### src/rtl/msg_tx_scheduler_pkg.sv
// Shared definitions for the message transmit scheduler: default message
// width, FSM state encoding and a constant-evaluable clog2 helper.
package msg_tx_scheduler_pkg;

   localparam int MSG_W = 5;

   typedef enum logic [1:0] {
      ST_IDLE = 2'd0,
      ST_SEND = 2'd1,
      ST_WAIT = 2'd2,
      ST_GAP  = 2'd3
   } state_t;

   // Ceiling log2; returns 0 for values of 1 or less.
   function automatic int clog2(input int value);
      int r;
      r = 0;
      while ((1 << r) < value) r++;
      return r;
   endfunction

endpackage

### src/rtl/msg_tx_scheduler_rr_pick.sv
// Combinational round-robin finder: returns the first set candidate bit
// searching upward from ptr and wrapping at N (N need not be a power of 2).
module rr_pick
   import msg_tx_scheduler_pkg::*;
#(
   parameter int N    = 4,
   parameter int ID_W = clog2(N)
) (
   input  logic [N-1:0]    cand,
   input  logic [ID_W-1:0] ptr,
   output logic [ID_W-1:0] sel,
   output logic            any
);

   int idx;

   // Scan N positions starting at ptr; the first hit wins.
   always_comb begin
      sel = '0;
      any = 1'b0;
      idx = 0;
      for (int k = 0; k < N; k++) begin
         idx = int'(ptr) + k;
         if (idx >= N) idx = idx - N;
         if (!any && cand[idx]) begin
            any = 1'b1;
            sel = ID_W'(idx);
         end
      end
   end

endmodule

### src/rtl/msg_tx_scheduler.sv
// Round-robin scheduler sharing one serial message transmitter among N
// requesters. Each requester owns a one-entry slot; one pending, enabled
// slot at a time is sent, then the line is held for frame time plus gap.
module msg_tx_scheduler
   import msg_tx_scheduler_pkg::*;
#(
   parameter int N            = 4,
   parameter int MSG_W        = msg_tx_scheduler_pkg::MSG_W,
   parameter int FRAME_CYCLES = 100,
   parameter int GAP_CYCLES   = 10
) (
   input  logic                  clk,
   input  logic                  rst,
   input  logic [N-1:0]          req_valid,
   input  logic [N*MSG_W-1:0]    req_msg,
   output logic [N-1:0]          req_ready,
   input  logic [N-1:0]          en,
   output logic                  send,
   output logic [MSG_W-1:0]      message,
   output logic                  busy,
   output logic [clog2(N)-1:0]   grant_id,
   output logic [N-1:0]          done,
   output state_t                dbg_state
);

   localparam int ID_W      = clog2(N);
   localparam int TIMER_MAX = (FRAME_CYCLES > GAP_CYCLES) ? FRAME_CYCLES : GAP_CYCLES;
   localparam int TIMER_W   = clog2(TIMER_MAX + 1);
   localparam logic [TIMER_W-1:0] FRAME_LOAD = TIMER_W'(FRAME_CYCLES - 2);
   localparam logic [TIMER_W-1:0] GAP_LOAD   =
      (GAP_CYCLES > 0) ? TIMER_W'(GAP_CYCLES - 1) : '0;

   state_t             state, state_nxt;
   logic [N-1:0]       pending;
   logic [MSG_W-1:0]   slot [N];
   logic [ID_W-1:0]    ptr;
   logic [TIMER_W-1:0] timer;
   logic               timer_zero;
   logic [N-1:0]       cand;
   logic [ID_W-1:0]    sel;
   logic               any;

   // Handshake: requester i transfers req_msg[i] on any rising edge where
   // req_valid[i] and req_ready[i] are both high. req_ready[i] comes only from
   // the pending register, so it never depends on req_valid in the same cycle.
   assign req_ready  = ~pending;
   assign cand       = pending & en;
   assign timer_zero = (timer == '0);

   rr_pick #(.N(N), .ID_W(ID_W)) u_rr_pick (
      .cand (cand),
      .ptr  (ptr),
      .sel  (sel),
      .any  (any)
   );

   // Slot capture on accept; the granted slot is released in the SEND cycle.
   always_ff @(posedge clk or negedge rst) begin
      if (!rst) begin
         pending <= '0;
         for (int i = 0; i < N; i++) slot[i] <= '0;
      end else begin
         for (int i = 0; i < N; i++) begin
            if (state == ST_SEND && grant_id == ID_W'(i)) begin
               pending[i] <= 1'b0;
            end else if (req_valid[i] && !pending[i]) begin
               pending[i] <= 1'b1;
               slot[i]    <= req_msg[i*MSG_W +: MSG_W];
            end
         end
      end
   end

   // Grant latch: message and grant_id stay stable from SEND until next grant.
   always_ff @(posedge clk or negedge rst) begin
      if (!rst) begin
         grant_id <= '0;
         message  <= '0;
      end else if (state == ST_IDLE && any) begin
         grant_id <= sel;
         message  <= slot[sel];
      end
   end

   // Completion pulse and round-robin pointer advance at end of frame time.
   always_ff @(posedge clk or negedge rst) begin
      if (!rst) begin
         done <= '0;
         ptr  <= '0;
      end else begin
         done <= '0;
         if (state == ST_WAIT && timer_zero) begin
            done[grant_id] <= 1'b1;
            ptr <= (grant_id == ID_W'(N - 1)) ? '0 : grant_id + 1'b1;
         end
      end
   end

   // Frame and gap down-counter.
   always_ff @(posedge clk or negedge rst) begin
      if (!rst) begin
         timer <= '0;
      end else begin
         case (state)
            ST_SEND: timer <= FRAME_LOAD;
            ST_WAIT: timer <= timer_zero ? GAP_LOAD : timer - 1'b1;
            ST_GAP:  timer <= timer_zero ? '0 : timer - 1'b1;
            default: timer <= timer;
         endcase
      end
   end

   // FSM state register.
   always_ff @(posedge clk or negedge rst) begin
      if (!rst) state <= ST_IDLE;
      else      state <= state_nxt;
   end

   // FSM next-state logic.
   always_comb begin
      state_nxt = state;
      case (state)
         ST_IDLE: if (any) state_nxt = ST_SEND;
         ST_SEND: state_nxt = ST_WAIT;
         ST_WAIT: if (timer_zero) state_nxt = (GAP_CYCLES == 0) ? ST_IDLE : ST_GAP;
         ST_GAP:  if (timer_zero) state_nxt = ST_IDLE;
         default: state_nxt = ST_IDLE;
      endcase
   end

   // FSM outputs decoded from state.
   always_comb begin
      send      = (state == ST_SEND);
      busy      = (state != ST_IDLE);
      dbg_state = state;
   end

endmodule

### config.mk
export PLATFORM = sky130hd
export DESIGN_NAME = msg_tx_scheduler
export DESIGN_NICKNAME = d
export VERILOG_FILES = /design/src/rtl/msg_tx_scheduler_pkg.sv /design/src/rtl/msg_tx_scheduler_rr_pick.sv /design/src/rtl/msg_tx_scheduler.sv
export SDC_FILE = /design/constraint.sdc
export NUM_CORES = 1
export LEC_CHECK = 0
export ABC_CLOCK_PERIOD_IN_PS = 1800
export CAP_MARGIN = 25
export CORE_ASPECT_RATIO = 1.75
export CORE_MARGIN = 5
export CORE_UTILIZATION = 48
export CTS_BUF_LIST = sky130_fd_sc_hd__clkbuf_8
export DETAILED_ROUTE_END_ITERATION = 12
export MAX_ROUTING_LAYER = met4
export PLACE_DENSITY_LB_ADDON = 0.3
export RECOVER_POWER = 25
export SYNTH_ARGS = -nofsm -noshare
export SYNTH_HDL_FRONTEND = slang
export SYNTH_SLANG_ARGS = --single-unit
### constraint.sdc
create_clock -name clk -period 1.8 [get_ports clk]
set_input_delay 0.27 -clock clk [delete_from_list [all_inputs] [get_ports clk]]
set_output_delay 0.27 -clock clk [all_outputs]
set_load 0.02 [all_outputs]
==> flow_summary.toml, run 1 <==
[worst_setup_path]
r2r_slack_ns = 0.09
critical_path.endpoint = "send"
crit_required_ns = 1.53
critPathKind = "flip-flop to output pin"
end_kind = "output pin"
worstRegToRegCells = 4
cp_max_fo = 5
startpoint = "dbg_state[1]"
worstPathArrival_ns = 1.48
crit_path_max_incr_delay_ns = 0.39
r2r_end = "ptr[1]"
cp-start-kind = "flip-flop"
cpMaxStageDelayCell = "dfrtp_1"
path_cells = "inv_1 > ha_1 > dlygate4sd2_1"
reg2reg_from = "timer[3]"

[synthesis]
synth_flop_cell = "dfrtp_1"
synth-seq-cells = 46
yosysMostFrequentCell = "dfrtp_1"
async_reset_ff_share_pct = 100
synth_top_area_cell = "dfrtp_1"
avgSynthCellArea_um2 = 11.7
yosysTopAreaCellShare_pct = 51.4
synth_cells = 191
seq_area_frac_synth_pct = 51.4
synth_edf_count = 0
synth_nets = 232
synth_common_cells = "dfrtp_1, mux2_2, nand2_1"
synth_area_um2 = 2240
yosys-top-cells-area = "dfrtp_1, mux2_2, ha_1"
yosysWarningCount = 0
synth_cell_types = 37

[die]
die_w_um = 61.7
die_h_um = 100
die_area_um2 = 6190
io_pins = 49
start_util_pct = 48.5
rows = 33
design.core.area_um2 = 4620

[routing]
antenna_left = 0
wl_per_cell_um = 15.8
via_count = 1694
drt_iter0_drc = 26
viasPerCell = 5.52
drt-total-wl_um = 4840
first_pass_iters = 4
route.detailed.drc = 0

[place]
dp.cells = 298
place_area_um2 = 2860
gp_congestion = 0.783
port_buffers = 48
hpwl_um = 3860
pre_cts_ws_ns = -0.160

[layout]
drive_above_1_share_pct = 18.4
nets = 295
fin_cells = 307
utilization_pct = 64.1
num_antenna_cells = 0
finalInstanceArea_um2 = 2970
area_growth_pct = 32.3

[global_routing]
grt_pass1_wl_um = 7960
grt_max_degree = 27
grt_pass1_vias = 1751
antenna_found_initial = 0
grt_usage_pct = 17.8
overflow = 0

[timing]
setup_ws_ns = 0.0504
finalCriticalPeriod_ns = 1.75
maxSlewViolCount = 0
final-hold-violation-count = 0
max_freq_mhz = 572
setup_viol = 0
relSlewSlack_pct = 24.8
fin_skew_ns = 0.00529
tightest_slew_ns = 1.13
period_share_pct = 97.2

[power_and_ir_drop]
p_leak_uw = 0.00134
power_uw = 2030
ir_drop_v = 0.000621
power_density_nw_per_um2 = 685

[cts]
cts_max_level = 2
postCtsSetupRepairBufs = 0
cts.sinks = 46
cts.clk_slew.worst_paths_ns = 0.08
cts-root-buf = "clkbuf_8"
cts_tree = "done"
cts_max_path_buffers = 2
cts_made_buffers = 5
insertion_delay_ns = 0.29

[hold_path]
min_path_type = "flip-flop to flip-flop"

[status]
status = "finished clean"

[job]
drv_cap = 0
timing repair:
| action | 4_1_cts | 5_1_grt |
|---|---|---|
| endpoints found under the hold margin | 20 | 0 |
| gates cloned | 0 | 0 |
| pin swaps | 0 | 0 |
| gates resized for setup | 2 | 2 |
| hold buffers | 1 | 0 |
| setup endpoints to repair | 2 | 1 |
worst min path at each step:
stage | from | endpoint | slack, ns | depth (start not counted)
after global placement | rst | pending[1] | 0.26 | 1
after CTS | rst | pending[1] | 0.48 | 2
final | message[4] | message[4] | 0.51 | 2
after detailed placement | rst | pending[1] | 0.26 | 1
after floorplan | rst | dbg_state[0] | -0.03 | 0
after global routing | slot[18] | slot[18] | 0.52 | 1
registers in the layout, indices dropped and copies added, names as in the netlist:
name,flops
slot,20
message,5
pending,4
done,4
timer,7
ptr,2
dbg_state,2
grant_id,2
power breakdown:
| group | switching, uW | internal (uW) |
|---|---|---|
| clock network | 327 | 404 |
| registers | 26.6 | 1080 |
| logic | 69.3 | 119 |
cell usage in the layout (no fill, tap or decap), types with 3 or more instances in the layout:
cell / n
a21oi_1: 6
and3_1: 4
buf_4: 8
clkbuf_8: 5
clkdlybuf4s50_1: 45
dfrtp_1: 46
ha_1: 10
inv_1: 14
mux2_2: 21
mux2i_1: 10
nand2_1: 19
nand3_1: 6
nor2_1: 3
nor3_1: 6
o21a_1: 4
o21ai_0: 3
o21ai_1: 4
o221ai_1: 7
or3_1: 3
routing by layer:
layer  vias to the layer above  GRT usage, %  part of all wire (%)
met5                         -             -                     0
met2                        52          31.7                    58
met4                         0          4.90                   1.3
met1                       823          19.4                    37
met3                         6          3.22                   4.2
li1                        813             -                     -
cell families after synthesis:
logic type / Yosys count / synth area share, %
AOI/OAI and AO/OA: 35 / 11.7
adders and majority gates: 11 / 6.14
and+or+nand+nor: 50 / 11.3
buffers and inverters: 16 / 3.18
DFF: 46 / 51.4
muxes: 33 / 16.4
metrics by stage:
step	setup TNS [ns]	hold WS [ns]
after detailed placement	-0.763	0.262
after global placement	-0.665	0.263
after CTS	0	0.481
final	0	0.508
after floorplan	0	-0.0256
after global routing	-0.0155	0.518
worst max-delay path: cells and delay by family, from the launching register on:
family | cells | cell delay (ns)
buf+inv | 2 | 0.48
flops | 1 | 0.39
fa+ha+maj | 1 | 0.31
area by class of cell:
class,instances,area (um^2)
clock buffers,5,68.8
clock inverters,3,37.5
fillers,364,1660
inverters,13,48.8
multi-input cells,129,1020
flip-flops and latches,46,1150
well taps,52,65.1
repair buffers,59,573
No activity file was read; power rests on OpenSTA's default activity.
==> run 2, diff against run 1 <==
Settings changed: CORE_UTILIZATION 48 to 52.
==> flow_summary.toml, run 2 (synthesis results as in run 1) <==
[status]
status = "finished clean"

[global_routing]
grt_usage_pct = 19.6
overflow = 0
antenna_found_initial = 0
grt_pass1_wl_um = 8510
grt_max_degree = 47
grt_pass1_vias = 1882

[layout]
top_register = "slot"
area_growth_pct = 32.3
multi_input_area_um2 = 1020
layout_common_cells = "dfrtp_1, clkdlybuf4s50_1, mux2_2"
fin_cells = 307
drive_above_1_share_pct = 20.9
final-seq-area_um2 = 1150
largest_register_ffs = 20
nets = 298
layout_commonest_cell = "dfrtp_1"
top_regs = "slot: 20 flops, timer: 7 flops, message: 5 flops"
num_antenna_cells = 0
finalInstanceArea_um2 = 2970
nFillCells = 299

[place]
hpwl_um = 3970
port_buffers = 48
gp_congestion = 0.842
place_area_um2 = 2870
dp.cells = 299

[worst_setup_path]
reg2reg_from = "timer[2]"
cpMaxStageDelayCell = "dfrtp_1"
cp-start-kind = "flip-flop"
critPathTopFamily = "buffers and inverters"
crit_required_ns = 1.53
r2r_slack_ns = 0.14
r2r_end = "ptr[1]"
startpoint = "dbg_state[1]"
cp_max_fo = 5
critPathKind = "flip-flop to output pin"
crit_path_max_incr_delay_ns = 0.39
worstRegToRegCells = 4
path_buf_inv = 2
path_cells = "inv_1 > ha_2 > dlygate4sd2_1"
end_kind = "output pin"
worstPathArrival_ns = 1.42

[die]
die_w_um = 59.6
die_area_um2 = 5770
rows = 31
io_pins = 49
start_util_pct = 54.0
die_h_um = 96.8
design.core.area_um2 = 4150

[routing]
antenna_left = 0
via_count = 1708
drt-total-wl_um = 5120
wl_per_cell_um = 16.7
drt_iter0_drc = 57
first_pass_iters = 4
route.detailed.drc = 0
viasPerCell = 5.56

[cts]
cts_max_level = 2
cts-root-buf = "clkbuf_8"
cts.clk_slew.worst_paths_ns = 0.09
cts_made_buffers = 5
cts.sinks = 46
insertion_delay_ns = 0.30
cts_tree = "done"
cts_max_path_buffers = 2

[power_and_ir_drop]
p_clk_share_pct = 33.3
p_leak_uw = 0.00134
p_int_uw = 1510
pwr-share-comb_pct = 9.6
ir_drop_v = 0.000593
p_seq_share_pct = 57.1
power_uw = 1950
p_sw_uw = 441
p_sw_share_pct = 22.6
power_density_nw_per_um2 = 658

[timing]
maxSlewViolCount = 0
max_freq_mhz = 590
setup_viol = 0
hold_ws_ns = 0.262
period_share_pct = 94.1
relSlewSlack_pct = 24.3
tightest_slew_ns = 1.14
finalCriticalPeriod_ns = 1.69
fin_skew_ns = 0.00603
rsz0062_at_grt = "false"
setup-tns-final_ns = 0
final-hold-violation-count = 0

[hold_path]
min_path_type = "input port to asynchronous set/reset pin"

[job]
drv_cap = 0
==> run 2: how the worst max path moves through the flow <==
stage | slack [ns] | depth (start not counted) | to
2_1_floorplan | 0.11 | 5 | dbg_state[1]
3_3_place_gp | -0.12 | 7 | message[1]
3_5_place_dp | -0.16 | 7 | message[4]
4_1_cts | 0.03 | 3 | send
5_1_grt | 0.02 | 6 | timer[3]
6_report | 0.11 | 3 | send
==> run 2: power groups by stage <==
stage | combinational (uW) | clock [uW] | sequential [uW]
after floorplan | 83.0 | 0 | 1120
after detailed placement | 192 | 0 | 1130
final | 187 | 649 | 1110
after global placement | 187 | 0 | 1130
after global routing | 206 | 709 | 1120
after CTS | 192 | 677 | 1110
==> run 2: through the flow <==
step                      setup slack, ns  utilization, %
after floorplan                     0.113               -
after global placement             -0.121            69.2
after detailed placement           -0.160            69.2
after CTS                          0.0305            71.5
after global routing               0.0173            71.5
final                               0.106            71.5
==> run 2: what timing repair did <==
action                     in CTS  in global routing
gates resized for setup         2                  2
hold buffers                    0                  0
setup endpoints to repair       2                  5
buffers inserted                0                  0
==> run 2: layout make-up <==
class | instances | area share, %
clock inverter | 2 | 0.422
multi-input combinational | 129 | 34.4
clock buffer | 6 | 2.78
timing repair buffer | 62 | 19.8
inverter | 13 | 1.65
sequential | 46 | 38.8
tap | 49 | 2.07
==> run 2: metal layers <==
layer  vias up  global-route usage (%)  share of wire [%]
met5         -                       -                  0
met4         0                    8.36                3.4
met3        14                    3.20                4.6
met2        56                    34.2                 56
met1       821                    20.9                 36
li1        817                       -                  -
==> run 2: worst register-to-register path: cells and delay by family (launching register included) <==
| kind | cells | cell delay, ns |
|---|---|---|
| DFF | 1 | 0.40 |
| and+or+nand+nor | 3 | 0.84 |
| muxes | 1 | 0.31 |
==> run 3, diff against run 2 <==
--- a/config.mk
+++ b/config.mk
@@ -19,2 +19,4 @@
 export SYNTH_HDL_FRONTEND = slang
+export SYNTH_HIERARCHICAL = 1
 export SYNTH_SLANG_ARGS = --single-unit
+export TNS_END_PERCENT = 50
--- a/constraint.sdc
+++ b/constraint.sdc
@@ -3,2 +3,2 @@
 set_output_delay 0.27 -clock clk [all_outputs]
-set_load 0.02 [all_outputs]
+set_load 0.01 [all_outputs]
==> flow_summary.toml, run 3 <==
[hold_path]
min_path_type = "input port to asynchronous set/reset pin"

[routing]
m1WireLength_um = 1810
viasPerCell = 5.51
antenna_left = 0
dr_wl_met3_um = 197
first_pass_iters = 4
drt_iter0_drc = 76
wl_met2_um = 2890
top_layer = "met4"
drt-total-wl_um = 4990
via_count = 1686
route.detailed.drc = 0
wl_per_cell_um = 16.3

[global_routing]
grt_usage_pct = 19.3
antenna_found_initial = 0
overflow = 0
grt_pass1_wl_um = 8060
grt_pass1_vias = 1790
grt_max_degree = 47

[die]
start_util_pct = 53.3
die_w_um = 59.3
die_area_um2 = 5710
io_pins = 49
die_h_um = 96.3
rows = 31
design.core.area_um2 = 4150

[worst_setup_path]
worstPathArrival_ns = 2.24
r2r_slack_ns = -0.25
worstRegToRegCells = 6
critPathTopFamily = "multiplexers"
r2r_end = "message[1]"
path_buf_inv = 2
cp_max_fo = 6
crit_path_max_incr_delay_ns = 0.49
reg2reg_from = "pending[2]"
cpMaxStageDelayCell = "mux4_2"
critPathKind = "input port to flip-flop"
cp-start-kind = "input port"
crit_required_ns = 1.98
path_cells = "clkdlybuf4s50_1 > and2_4 > a221o_1 > a21oi_2 > buf_6 > mux4_2 > mux2_4"
end_kind = "flip-flop"

[cts]
cts.clk_slew.worst_paths_ns = 0.08
cts_tree = "done"
insertion_delay_ns = 0.30
cts_max_path_buffers = 2
cts_max_level = 2
cts-root-buf = "clkbuf_8"
cts.sinks = 46
cts_made_buffers = 5

[power_and_ir_drop]
p_sw_share_pct = 33.1
p_clk_share_pct = 13.4
p_sw_uw = 1590
power_density_nw_per_um2 = 1530
pwr-share-comb_pct = 50.8
ir_drop_v = 0.000981
p_int_uw = 3210
p_seq_share_pct = 35.8
p_leak_uw = 0.00146
power_uw = 4790

[synthesis]
yosysWarningCount = 6
yosysTopAreaCellShare_pct = 52.0
yosysMostFrequentCell = "dfrtp_1"
synth_cell_types = 33
synth_area_um2 = 2210
synth_edf_count = 0
synth_cells = 174
synth_flop_cell = "dfrtp_1"
synth-seq-cells = 46
avgSynthCellArea_um2 = 12.7
async_reset_ff_share_pct = 100
synth_common_cells = "dfrtp_1, mux2_2, inv_1"
seq_area_frac_synth_pct = 52.0
yosys-top-cells-area = "dfrtp_1, mux2_2, ha_1"
synth_top_area_cell = "dfrtp_1"
synth_nets = 214

[status]
violations = "negative setup slack"
status = "complete, but fails checks"

[place]
dp.cells = 291
gp_congestion = 0.889
hpwl_um = 3840
port_buffers = 48

[layout]
utilization_pct = 75.5
drive_above_1_share_pct = 34.6
top_regs = "slot: 20 flops, timer: 7 flops, message: 5 flops"
area_growth_pct = 41.5
layout_common_cells = "dfrtp_1, clkdlybuf4s50_1, mux2_2, buf_4, inv_1"
largest_register_ffs = 20
fin_cells = 306
layout_commonest_cell = "dfrtp_1"
top_register = "slot"
num_antenna_cells = 0
nets = 296

[timing]
setup_viol = 7
fin_skew_ns = 0.0116
maxSlewViolCount = 0
rsz0062_at_grt = "true"
period_share_pct = 114
tightest_slew_ns = 1.12
max_freq_mhz = 487
relSlewSlack_pct = 25.5
final-hold-violation-count = 0
setup_ws_ns = -0.252
finalCriticalPeriod_ns = 2.05

[job]
drv_cap = 0
run 3: per-stage QoR:
step	hold WS [ns]	area, um^2	setup slack [ns]	TNS, ns
after floorplan	-0.0256	2230	-0.218	-1.04
after global routing	0.368	3130	-0.328	-1.97
after CTS	0.0729	3070	-0.275	-1.41
final	0.258	3130	-0.252	-1.28
after global placement	0.387	2930	-0.632	-3.28
after detailed placement	0.393	2930	-0.644	-3.52
run 3: cells by family (layout without fill, tap and decap cells):
kind of cell / after synthesis / in the layout / synth area share (%)
and+or+nand+nor: 33 / 33 / 8.99
buffers and inverters: 19 / 102 / 3.22
AOI/OAI and AO/OA: 30 / 30 / 9.27
DFF: 46 / 46 / 52.0
adders and majority gates: 10 / 10 / 5.65
muxes: 36 / 36 / 20.9
run 3: what timing repair did:
item | 4_1_cts | 5_1_grt
pin swaps | 3 | 2
setup buffers | 5 | 2
setup endpoints to repair | 13 | 16
resized for setup | 10 | 13
hold buffers | 0 | 0
run 3: final cells by class:
class / count / area, um^2
multi-input cells: 109 / 1050
clock inverters: 2 / 8.76
fillers: 288 / 1020
flip-flops and latches: 46 / 1150
repair buffers: 77 / 713
clock buffers: 6 / 82.6
inverters: 17 / 63.8
well taps: 49 / 61.3
run 3: power by group through the flow:
stage | logic (uW) | clock network, uW | registers [uW]
floorplan | 1300 | 0 | 1700
global route | 2630 | 696 | 1760
CTS | 2350 | 660 | 1710
global placement | 2130 | 0 | 1720
detailed placement | 2210 | 0 | 1740
finish | 2430 | 642 | 1710
run 3: worst max path at each step:
stage / start / endpoint / slack [ns] / depth (start not counted)
floorplan: pending[2] / message[0] / -0.22 / 6
global placement: en[1] / message[0] / -0.63 / 8
CTS: pending[1] / message[0] / -0.28 / 7
detailed placement: en[1] / message[0] / -0.64 / 8
finish: en[2] / message[1] / -0.25 / 7
global route: pending[2] / message[1] / -0.33 / 6
run 3: layer usage:
metal | vias up | track usage [%]
li1 | 779 | -
met1 | 840 | 19.5
met2 | 56 | 36.0
met3 | 11 | 3.49
met4 | 0 | 6.62
met5 | - | -
